### config.mk
export PLATFORM = sky130hd
export DESIGN_NAME = hyper_trans_sched_flat
export DESIGN_NICKNAME = d
export VERILOG_FILES = /design/src/rtl/hyper_trans_sched_pkg.sv /design/src/rtl/hyper_trans_sched_if.sv /design/src/rtl/hyper_trans_sched_burst_calc.sv /design/src/rtl/hyper_trans_sched.sv /design/src/flat_wrapper.sv
export SDC_FILE = /design/constraint.sdc
export NUM_CORES = 1
export LEC_CHECK = 0
export BUFFER_PORTS_ARGS = -buffer_cell sky130_fd_sc_hd__buf_2
export CORE_MARGIN = 4
export CORE_UTILIZATION = 65
export DETAILED_ROUTE_END_ITERATION = 8
export MAX_ROUTING_LAYER = met4
export PLACE_DENSITY = 0.95
export SYNTH_ARGS = -nofsm -noshare
export SYNTH_HDL_FRONTEND = slang
export SYNTH_SLANG_ARGS = --single-unit
### constraint.sdc
create_clock -name clk_i -period 13.11 [get_ports clk_i]
set_clock_uncertainty 0.1 [all_clocks]
set_input_delay 1.9665 -clock clk_i [delete_from_list [all_inputs] [get_ports clk_i]]
set_output_delay 1.9665 -clock clk_i [all_outputs]
set_load 0.01 [all_outputs]
### src/rtl/hyper_trans_sched_pkg.sv
// ---------------------------------------------------------------------------
// hyper_sched_pkg
// Shared types and constants for the HyperBus transaction scheduler:
//   sched_state_e  - scheduler FSM state encoding
//   MODE_*         - descriptor mode field values
//   REG_BURST_LEN  - fixed byte count of a register-space access
// ---------------------------------------------------------------------------
package hyper_sched_pkg;

  typedef enum logic [1:0] {
    IDLE  = 2'd0,
    CALC  = 2'd1,
    ISSUE = 2'd2,
    WAIT  = 2'd3
  } sched_state_e;

  localparam logic [2:0] MODE_NORMAL = 3'h0;
  localparam logic [2:0] MODE_REG    = 3'h1;
  localparam logic [2:0] MODE_2D     = 3'h2;

  localparam int unsigned REG_BURST_LEN = 2;

endpackage

### src/rtl/hyper_trans_sched_if.sv
// ---------------------------------------------------------------------------
// Bus interfaces of the HyperBus transaction scheduler.
//   hyper_trans_if : descriptor channel from the uDMA register block
//                    (master = register block, slave = scheduler)
//   hyper_phy_if   : burst request channel towards the PHY/command engine
//                    (master = scheduler, slave = PHY)
// Signal names keep the scheduler-side _i/_o direction suffixes.
// ---------------------------------------------------------------------------
interface hyper_trans_if #(
  parameter int TRANS_SIZE = 16,
  parameter int EXT_AWIDTH = 32
);
  logic                  trans_valid_i;
  logic                  trans_ready_o;
  logic [EXT_AWIDTH-1:0] trans_addr_i;
  logic [TRANS_SIZE-1:0] trans_size_i;
  logic                  trans_rwn_i;
  logic [2:0]            trans_mode_i;
  logic [TRANS_SIZE-1:0] stride_i;
  logic [TRANS_SIZE-1:0] line_i;
  logic [15:0]           cs_max_i;

  modport master (
    output trans_valid_i, trans_addr_i, trans_size_i, trans_rwn_i,
           trans_mode_i, stride_i, line_i, cs_max_i,
    input  trans_ready_o
  );

  modport slave (
    input  trans_valid_i, trans_addr_i, trans_size_i, trans_rwn_i,
           trans_mode_i, stride_i, line_i, cs_max_i,
    output trans_ready_o
  );
endinterface

interface hyper_phy_if #(
  parameter int TRANS_SIZE = 16,
  parameter int EXT_AWIDTH = 32
);
  logic                  phy_valid_o;
  logic                  phy_ready_i;
  logic [EXT_AWIDTH-1:0] phy_addr_o;
  logic [TRANS_SIZE-1:0] phy_len_o;
  logic                  phy_rwn_o;
  logic                  phy_reg_o;
  logic                  phy_done_i;

  modport master (
    output phy_valid_o, phy_addr_o, phy_len_o, phy_rwn_o, phy_reg_o,
    input  phy_ready_i, phy_done_i
  );

  modport slave (
    input  phy_valid_o, phy_addr_o, phy_len_o, phy_rwn_o, phy_reg_o,
    output phy_ready_i, phy_done_i
  );
endinterface

### src/rtl/hyper_trans_sched_burst_calc.sv
// ---------------------------------------------------------------------------
// hyper_burst_calc
// Combinational burst sizing: len = min(line_left, cs_max), with cs_max==0
// meaning unlimited; addr = line_base + offset (modulo 2^EXT_AWIDTH).
// Ports:
//   line_left_i  bytes left in the current line
//   cs_max_i     chip-select burst limit, 0 = unlimited
//   line_base_i  start address of the current line
//   offset_i     byte offset inside the current line
//   len_o        burst byte count
//   addr_o       burst start address
// ---------------------------------------------------------------------------
module hyper_burst_calc #(
  parameter int TRANS_SIZE = 16,
  parameter int EXT_AWIDTH = 32
) (
  input  logic [TRANS_SIZE-1:0] line_left_i,
  input  logic [15:0]           cs_max_i,
  input  logic [EXT_AWIDTH-1:0] line_base_i,
  input  logic [TRANS_SIZE-1:0] offset_i,
  output logic [TRANS_SIZE-1:0] len_o,
  output logic [EXT_AWIDTH-1:0] addr_o
);

  // Compare in a common width so any TRANS_SIZE works against the 16-bit limit.
  localparam int CW = (TRANS_SIZE > 16) ? TRANS_SIZE : 16;

  logic [CW-1:0] ll_w;
  logic [CW-1:0] cs_w;

  assign ll_w = CW'(line_left_i);
  assign cs_w = CW'(cs_max_i);

  // When cs_max wins it is smaller than line_left, so the narrowing is exact.
  assign len_o  = (cs_w == '0 || ll_w <= cs_w) ? line_left_i : TRANS_SIZE'(cs_w);
  assign addr_o = line_base_i + EXT_AWIDTH'(offset_i);

endmodule

### src/rtl/hyper_trans_sched.sv
// ---------------------------------------------------------------------------
// hyper_trans_sched
// Splits one uDMA transaction descriptor into PHY bursts bounded by the
// chip-select limit and, in 2D mode, by line ends; walks line base/offset.
// Ports:
//   clk_i, rstn_i  clock, asynchronous active-low reset
//   trans          descriptor channel (slave)
//   phy            burst request channel (master)
//   busy_o         transaction in progress (state != IDLE)
//   done_o         one-cycle pulse at transaction end
//   abort_i        (HYPER_SCHED_ABORT_EN only) stop after the current burst
//   aborted_o      (HYPER_SCHED_ABORT_EN only) pulses with done_o on abort
// Build option: define HYPER_SCHED_ABORT_EN to add the abort ports.
//
// state | meaning
// IDLE  | ready for a descriptor
// CALC  | size next burst from line_left / cs_max
// ISSUE | phy_valid_o high, waiting for phy_ready_i
// WAIT  | burst accepted, waiting for phy_done_i
// ---------------------------------------------------------------------------
module hyper_trans_sched
  import hyper_sched_pkg::*;
#(
  parameter int TRANS_SIZE = 16,
  parameter int EXT_AWIDTH = 32
) (
  input  logic          clk_i,
  input  logic          rstn_i,
  hyper_trans_if.slave  trans,
  hyper_phy_if.master   phy,
  output logic          busy_o,
`ifdef HYPER_SCHED_ABORT_EN
  input  logic          abort_i,
  output logic          aborted_o,
`endif
  output logic          done_o
);

  localparam logic [1:0] S_IDLE  = IDLE;
  localparam logic [1:0] S_CALC  = CALC;
  localparam logic [1:0] S_ISSUE = ISSUE;
  localparam logic [1:0] S_WAIT  = WAIT;

  logic [1:0]            state_q, state_d;
  logic                  rwn_q, rwn_d, reg_q, reg_d, done_q, done_d;
  logic [15:0]           cs_max_q, cs_max_d;
  logic [TRANS_SIZE-1:0] line_q, line_d, stride_q, stride_d;
  logic [TRANS_SIZE-1:0] offset_q, offset_d, remaining_q, remaining_d;
  logic [TRANS_SIZE-1:0] line_left_q, line_left_d, len_q, len_d;
  logic [EXT_AWIDTH-1:0] line_base_q, line_base_d, addr_q, addr_d;

  logic [TRANS_SIZE-1:0] calc_len, rem_nx, ll_nx, first_line, next_line;
  logic [EXT_AWIDTH-1:0] calc_addr;
  logic                  abort_req, abort_pend_q;

  hyper_burst_calc #(.TRANS_SIZE(TRANS_SIZE), .EXT_AWIDTH(EXT_AWIDTH)) u_calc (
    .line_left_i (line_left_q),
    .cs_max_i    (cs_max_q),
    .line_base_i (line_base_q),
    .offset_i    (offset_q),
    .len_o       (calc_len),
    .addr_o      (calc_addr)
  );

  assign first_line = (trans.line_i < trans.trans_size_i) ? trans.line_i : trans.trans_size_i;
  assign rem_nx     = remaining_q - len_q;
  assign ll_nx      = line_left_q - len_q;
  assign next_line  = (line_q < rem_nx) ? line_q : rem_nx;

  always_comb begin
    state_d     = state_q;
    rwn_d       = rwn_q;
    reg_d       = reg_q;
    cs_max_d    = cs_max_q;
    line_d      = line_q;
    stride_d    = stride_q;
    line_base_d = line_base_q;
    offset_d    = offset_q;
    remaining_d = remaining_q;
    line_left_d = line_left_q;
    len_d       = len_q;
    addr_d      = addr_q;
    done_d      = 1'b0;
    case (state_q)
      S_IDLE: begin
        if (trans.trans_valid_i) begin
          rwn_d       = trans.trans_rwn_i;
          reg_d       = (trans.trans_mode_i == MODE_REG);
          cs_max_d    = trans.cs_max_i;
          line_d      = trans.line_i;
          stride_d    = trans.stride_i;
          line_base_d = trans.trans_addr_i;
          offset_d    = '0;
          remaining_d = trans.trans_size_i;
          if (trans.trans_mode_i == MODE_2D && trans.line_i != '0)
            line_left_d = first_line;
          else
            line_left_d = trans.trans_size_i;
          if (trans.trans_mode_i == MODE_REG) begin
            // Register accesses are a single fixed-size burst; the CS limit does not apply.
            line_left_d = TRANS_SIZE'(REG_BURST_LEN);
            remaining_d = TRANS_SIZE'(REG_BURST_LEN);
            cs_max_d    = '0;
          end
          if (trans.trans_size_i == '0) done_d = 1'b1;
          else                          state_d = S_CALC;
        end
      end
      S_CALC: begin
        if (abort_req) begin
          state_d = S_IDLE;
          done_d  = 1'b1;
        end else begin
          len_d   = calc_len;
          addr_d  = calc_addr;
          state_d = S_ISSUE;
        end
      end
      S_ISSUE: begin
        if (phy.phy_ready_i) begin
          state_d = S_WAIT;
        end else if (abort_req) begin
          state_d = S_IDLE;
          done_d  = 1'b1;
        end
      end
      S_WAIT: begin
        if (phy.phy_done_i) begin
          offset_d    = offset_q + len_q;
          line_left_d = ll_nx;
          remaining_d = rem_nx;
          if (rem_nx == '0 || abort_req || abort_pend_q) begin
            state_d = S_IDLE;
            done_d  = 1'b1;
          end else begin
            if (ll_nx == '0) begin
              line_base_d = line_base_q + EXT_AWIDTH'(stride_q);
              offset_d    = '0;
              line_left_d = next_line;
            end
            state_d = S_CALC;
          end
        end
      end
      default: state_d = S_IDLE;
    endcase
  end

  always_ff @(posedge clk_i or negedge rstn_i) begin
    if (!rstn_i) begin
      state_q     <= S_IDLE;
      rwn_q       <= 1'b0;
      reg_q       <= 1'b0;
      done_q      <= 1'b0;
      cs_max_q    <= '0;
      line_q      <= '0;
      stride_q    <= '0;
      line_base_q <= '0;
      offset_q    <= '0;
      remaining_q <= '0;
      line_left_q <= '0;
      len_q       <= '0;
      addr_q      <= '0;
    end else begin
      state_q     <= state_d;
      rwn_q       <= rwn_d;
      reg_q       <= reg_d;
      done_q      <= done_d;
      cs_max_q    <= cs_max_d;
      line_q      <= line_d;
      stride_q    <= stride_d;
      line_base_q <= line_base_d;
      offset_q    <= offset_d;
      remaining_q <= remaining_d;
      line_left_q <= line_left_d;
      len_q       <= len_d;
      addr_q      <= addr_d;
    end
  end

`ifdef HYPER_SCHED_ABORT_EN
  logic aborted_q, abort_fire;

  assign abort_req = abort_i;

  // Abort terminations; a burst that finishes the transaction anyway counts as normal completion.
  assign abort_fire = (state_q == S_CALC  && abort_i) ||
                      (state_q == S_ISSUE && abort_i && !phy.phy_ready_i) ||
                      (state_q == S_WAIT  && phy.phy_done_i && (abort_i || abort_pend_q) &&
                       rem_nx != '0);

  always_ff @(posedge clk_i or negedge rstn_i) begin
    if (!rstn_i) begin
      abort_pend_q <= 1'b0;
      aborted_q    <= 1'b0;
    end else begin
      aborted_q <= abort_fire;
      if (state_d == S_IDLE)
        abort_pend_q <= 1'b0;
      else if (abort_i && (state_q == S_ISSUE || state_q == S_WAIT))
        abort_pend_q <= 1'b1;
    end
  end

  assign aborted_o = aborted_q;
`else
  assign abort_req    = 1'b0;
  assign abort_pend_q = 1'b0;
`endif

  assign trans.trans_ready_o = (state_q == S_IDLE);
  assign phy.phy_valid_o     = (state_q == S_ISSUE);
  assign phy.phy_addr_o      = addr_q;
  assign phy.phy_len_o       = len_q;
  assign phy.phy_rwn_o       = rwn_q;
  assign phy.phy_reg_o       = reg_q;
  assign busy_o              = (state_q != S_IDLE);
  assign done_o              = done_q;

endmodule
### src/flat_wrapper.sv
// flat-port wrapper written by rule: the top's interface ports become plain ports
module hyper_trans_sched_flat import hyper_sched_pkg::*;
#(
  parameter int TRANS_SIZE = 16,
  parameter int EXT_AWIDTH = 32
)
  (clk_i, rstn_i, busy_o, done_o, trans_trans_valid_i, trans_trans_addr_i, trans_trans_size_i, trans_trans_rwn_i, trans_trans_mode_i, trans_stride_i, trans_line_i, trans_cs_max_i, trans_trans_ready_o, phy_phy_valid_o, phy_phy_addr_o, phy_phy_len_o, phy_phy_rwn_o, phy_phy_reg_o, phy_phy_ready_i, phy_phy_done_i);
  hyper_trans_if #(.TRANS_SIZE(TRANS_SIZE), .EXT_AWIDTH(EXT_AWIDTH)) trans_i ();
  hyper_phy_if #(.TRANS_SIZE(TRANS_SIZE), .EXT_AWIDTH(EXT_AWIDTH)) phy_i ();
  input  logic clk_i;
  input  logic rstn_i;
  output logic busy_o;
  output logic done_o;
  input wire logic [$bits(trans_i.trans_valid_i)-1:0] trans_trans_valid_i;
  input wire logic [$bits(trans_i.trans_addr_i)-1:0] trans_trans_addr_i;
  input wire logic [$bits(trans_i.trans_size_i)-1:0] trans_trans_size_i;
  input wire logic [$bits(trans_i.trans_rwn_i)-1:0] trans_trans_rwn_i;
  input wire logic [$bits(trans_i.trans_mode_i)-1:0] trans_trans_mode_i;
  input wire logic [$bits(trans_i.stride_i)-1:0] trans_stride_i;
  input wire logic [$bits(trans_i.line_i)-1:0] trans_line_i;
  input wire logic [$bits(trans_i.cs_max_i)-1:0] trans_cs_max_i;
  output wire logic [$bits(trans_i.trans_ready_o)-1:0] trans_trans_ready_o;
  output wire logic [$bits(phy_i.phy_valid_o)-1:0] phy_phy_valid_o;
  output wire logic [$bits(phy_i.phy_addr_o)-1:0] phy_phy_addr_o;
  output wire logic [$bits(phy_i.phy_len_o)-1:0] phy_phy_len_o;
  output wire logic [$bits(phy_i.phy_rwn_o)-1:0] phy_phy_rwn_o;
  output wire logic [$bits(phy_i.phy_reg_o)-1:0] phy_phy_reg_o;
  input wire logic [$bits(phy_i.phy_ready_i)-1:0] phy_phy_ready_i;
  input wire logic [$bits(phy_i.phy_done_i)-1:0] phy_phy_done_i;
  assign trans_i.trans_valid_i = trans_trans_valid_i;
  assign trans_i.trans_addr_i = trans_trans_addr_i;
  assign trans_i.trans_size_i = trans_trans_size_i;
  assign trans_i.trans_rwn_i = trans_trans_rwn_i;
  assign trans_i.trans_mode_i = trans_trans_mode_i;
  assign trans_i.stride_i = trans_stride_i;
  assign trans_i.line_i = trans_line_i;
  assign trans_i.cs_max_i = trans_cs_max_i;
  assign trans_trans_ready_o = trans_i.trans_ready_o;
  assign phy_phy_valid_o = phy_i.phy_valid_o;
  assign phy_phy_addr_o = phy_i.phy_addr_o;
  assign phy_phy_len_o = phy_i.phy_len_o;
  assign phy_phy_rwn_o = phy_i.phy_rwn_o;
  assign phy_phy_reg_o = phy_i.phy_reg_o;
  assign phy_i.phy_ready_i = phy_phy_ready_i;
  assign phy_i.phy_done_i = phy_phy_done_i;
  hyper_trans_sched #(.TRANS_SIZE(TRANS_SIZE), .EXT_AWIDTH(EXT_AWIDTH)) u_core (.clk_i(clk_i), .rstn_i(rstn_i), .trans(trans_i), .phy(phy_i), .busy_o(busy_o), .done_o(done_o));
endmodule
==> flow_summary.yaml <==
status:
  status: "finished clean"
clock_network:
  cts.htree.levels: 4
  ctsResizeCount: 0
  postCtsSetupBuffers: 0
  clockBufferDepth: 2
  cts.sinks: 181
  insertion_delay_ns: 0.46
  cts_tree: "yes"
  root_buffer: "clkbuf_16"
  clkTransAtPathRegs_ns: 0.08
  cts_hold_buf: 0
  cts_buffers: 17
timing:
  worst_pin_slew_ns: 1.34
  slew_viol_final: 0
  tns_ns: 0
  finalSetupViolations: 0
  grt_setup_unrepaired: "false"
  worst_slack_ns: 8.05
  fmax_ghz: 0.198
  hold_violations: 0
  fin_crit_sh: 0.386
  max_slew_margin: 0.0968
  final.min_clock_period_ns: 5.06
hold_path:
  hold_class: "reg2reg"
  hold_depth: 2
placement:
  gp_congestion: 0.971
  port_buffers: 158
  dpl.hpwl_um: 32000
  place_ws_ns: 8.24
  place_inst: 1947
routing:
  wl_um: 42700
  vias_per_cell: 6.74
  via_count: 13328
  wl_per_cell_um: 21.6
  drt_iter0_markers: 1407
  dr.pass1.iters: 8
  drcViolationCount: 0
  ant_nets: 0
die:
  start_util: 0.659
  row_count: 53
  die_area_mm2: 0.0236
  ios: 159
  coreArea_mm2: 0.0210
  die_height_um: 154
  die_w_um: 154
worst_setup_path:
  path_max_fanout: 22
  path_class: "reg2reg"
  cp_data_arrival_time_ns: 5.34
  worst_setup_path_start_kind: "flip-flop"
  reg2regPathDepth: 17
  cp-end-kind: "flip-flop"
  worstPathRequired_ns: 13.40
logic_synthesis:
  synth_fp_nets: 1809
  synth-async-reset-ratio: 1.00
  syn_avg_cell_area_um2: 8.78
  ys_ff_latch: 181
  synth_cell_type_count: 82
  yosysWarningCount: 0
  syn-cell-area_mm2: 0.0138
  ys_seq_area_frac: 0.328
  synth-edff-count: 0
  synth_top_flop_cell: "dfrtp_1"
  syn_inst: 1572
finish:
  drive_gt1_frac: 0.169
  fill_cells: 1536
  fin_util: 0.731
  fin_cells: 1978
  diodes: 0
  nets: 1928
  syn_to_final_growth_pct: 11.0
grt:
  grt_overflow: 0
  grt_pass1_vias: 12801
  antenna_found_initial: 0
  grtUsageTotal: 0.361
  grt_max_degree: 73
  grt_pass1_wl_um: 67100
flow_run:
  maxCapViolCount: 0
==> flip-flops by register name, summed over array words and instances (netlist names) <==
register	flops
u_core.phy.phy_rwn_o	1
u_core.phy.phy_reg_o	1
u_core.phy.phy_len_o	16
u_core.line_q	16
u_core.line_base_q	32
u_core.line_left_q	16
u_core.offset_q	16
u_core.cs_max_q	16
u_core.state_q	2
u_core.phy.phy_addr_o	32
u_core.stride_q	16
u_core.remaining_q	16
u_core.done_o	1
==> area by class of cell <==
class | count | area (um^2) | share of cell area
clock inverter | 14 | 123 | 0.00800
sequential | 181 | 4530 | 0.296
inverter | 87 | 327 | 0.0213
clock buffer | 17 | 425 | 0.0278
multi-input combinational | 1235 | 8690 | 0.567
timing repair buffer | 169 | 880 | 0.0574
tap | 275 | 344 | 0.0225
==> cells by family (layout without fill, tap and decap cells) <==
kind of cell,count (synthesis),in the layout,synth area share
fa+ha+maj,132,132,0.122
buf+inv,156,287,0.0456
mux,105,105,0.0814
compound gates,443,443,0.208
simple gates,486,486,0.171
flops,181,181,0.328
xor+xnor,69,69,0.0438
==> worst paths after layout <==
path / from / to / slack (ns)
max reg2reg: u_core.phy.phy_len_o[0] / u_core.line_left_q[3] / 8.05
min in group asynchronous: rstn_i / u_core.cs_max_q[12] / 1.38
min: u_core.phy.phy_reg_o / u_core.phy.phy_reg_o / 0.38
max in group asynchronous: rstn_i / u_core.phy.phy_len_o[4] / 9.52
max: u_core.phy.phy_len_o[0] / u_core.line_left_q[3] / 8.05
min reg2reg: u_core.phy.phy_reg_o / u_core.phy.phy_reg_o / 0.38
==> per-layer routing <==
layer	GRT usage	wire, um
met4	0.128	1800
met5	-	0
met3	0.0673	4480
met1	0.492	17300
met2	0.544	19100
==> Yosys cell counts, types with 27 or more instances <==
master | number | area (um^2)
clkbuf_1 | 59 | 221
nand3_1 | 27 | 135
mux2i_1 | 47 | 470
xnor2_1 | 45 | 394
nor4_1 | 31 | 194
nor2_1 | 143 | 537
inv_1 | 86 | 323
nor3_1 | 49 | 245
a21oi_1 | 126 | 631
mux2_2 | 57 | 642
o21ai_0 | 92 | 460
ha_1 | 127 | 1590
nand2_1 | 124 | 465
dfrtp_1 | 181 | 4530
==> cells in the final DEF, fill, tap and decap left out, types with 9 or more instances in the layout <==
| master | instances |
|---|---|
| a211oi_1 | 21 |
| a21o_1 | 26 |
| a21oi_1 | 126 |
| a22o_1 | 13 |
| a31oi_1 | 18 |
| and3_1 | 13 |
| buf_2 | 157 |
| buf_4 | 11 |
| clkbuf_16 | 17 |
| dfrtp_1 | 181 |
| ha_1 | 125 |
| inv_1 | 86 |
| mux2_2 | 57 |
| mux2i_1 | 47 |
| nand2_1 | 123 |
| nand2b_1 | 20 |
| nand3_1 | 27 |
| nand4_1 | 13 |
| nor2_1 | 143 |
| nor2b_1 | 16 |
| nor3_1 | 49 |
| nor4_1 | 31 |
| o211ai_1 | 19 |
| o21a_1 | 26 |
| o21ai_0 | 92 |
| o22ai_1 | 15 |
| o31ai_1 | 10 |
| or3_1 | 9 |
| xnor2_1 | 45 |
| xor2_1 | 24 |
==> critical path: stages, from the launching register on <==
cell and delay [ns]:
dfrtp_1 0.43, ha_1 0.25, fa_1 0.41, nand2b_1 0.19, a21oi_1 0.30, o21ai_2 0.15, o21a_1 0.20, o211ai_1 0.41
inv_1 0.12, ha_1 0.31, nand4_1 0.11, nor2_1 0.16, a21oi_1 0.08, o211ai_1 0.09, a41o_1 0.72, mux2i_1 0.27
nor4_1 0.41, o221a_2 0.27
==> through the flow <==
step	area, um^2	hold slack (ns)
3_3_place_gp	14800	0.361
3_5_place_dp	14800	0.366
6_report	15300	0.380
5_1_grt	15300	0.401
4_1_cts	15300	0.382
2_1_floorplan	13800	0.350
Power is not shown: default switching activity piles up to over one toggle a cycle in this logic, so the estimate is an artifact.
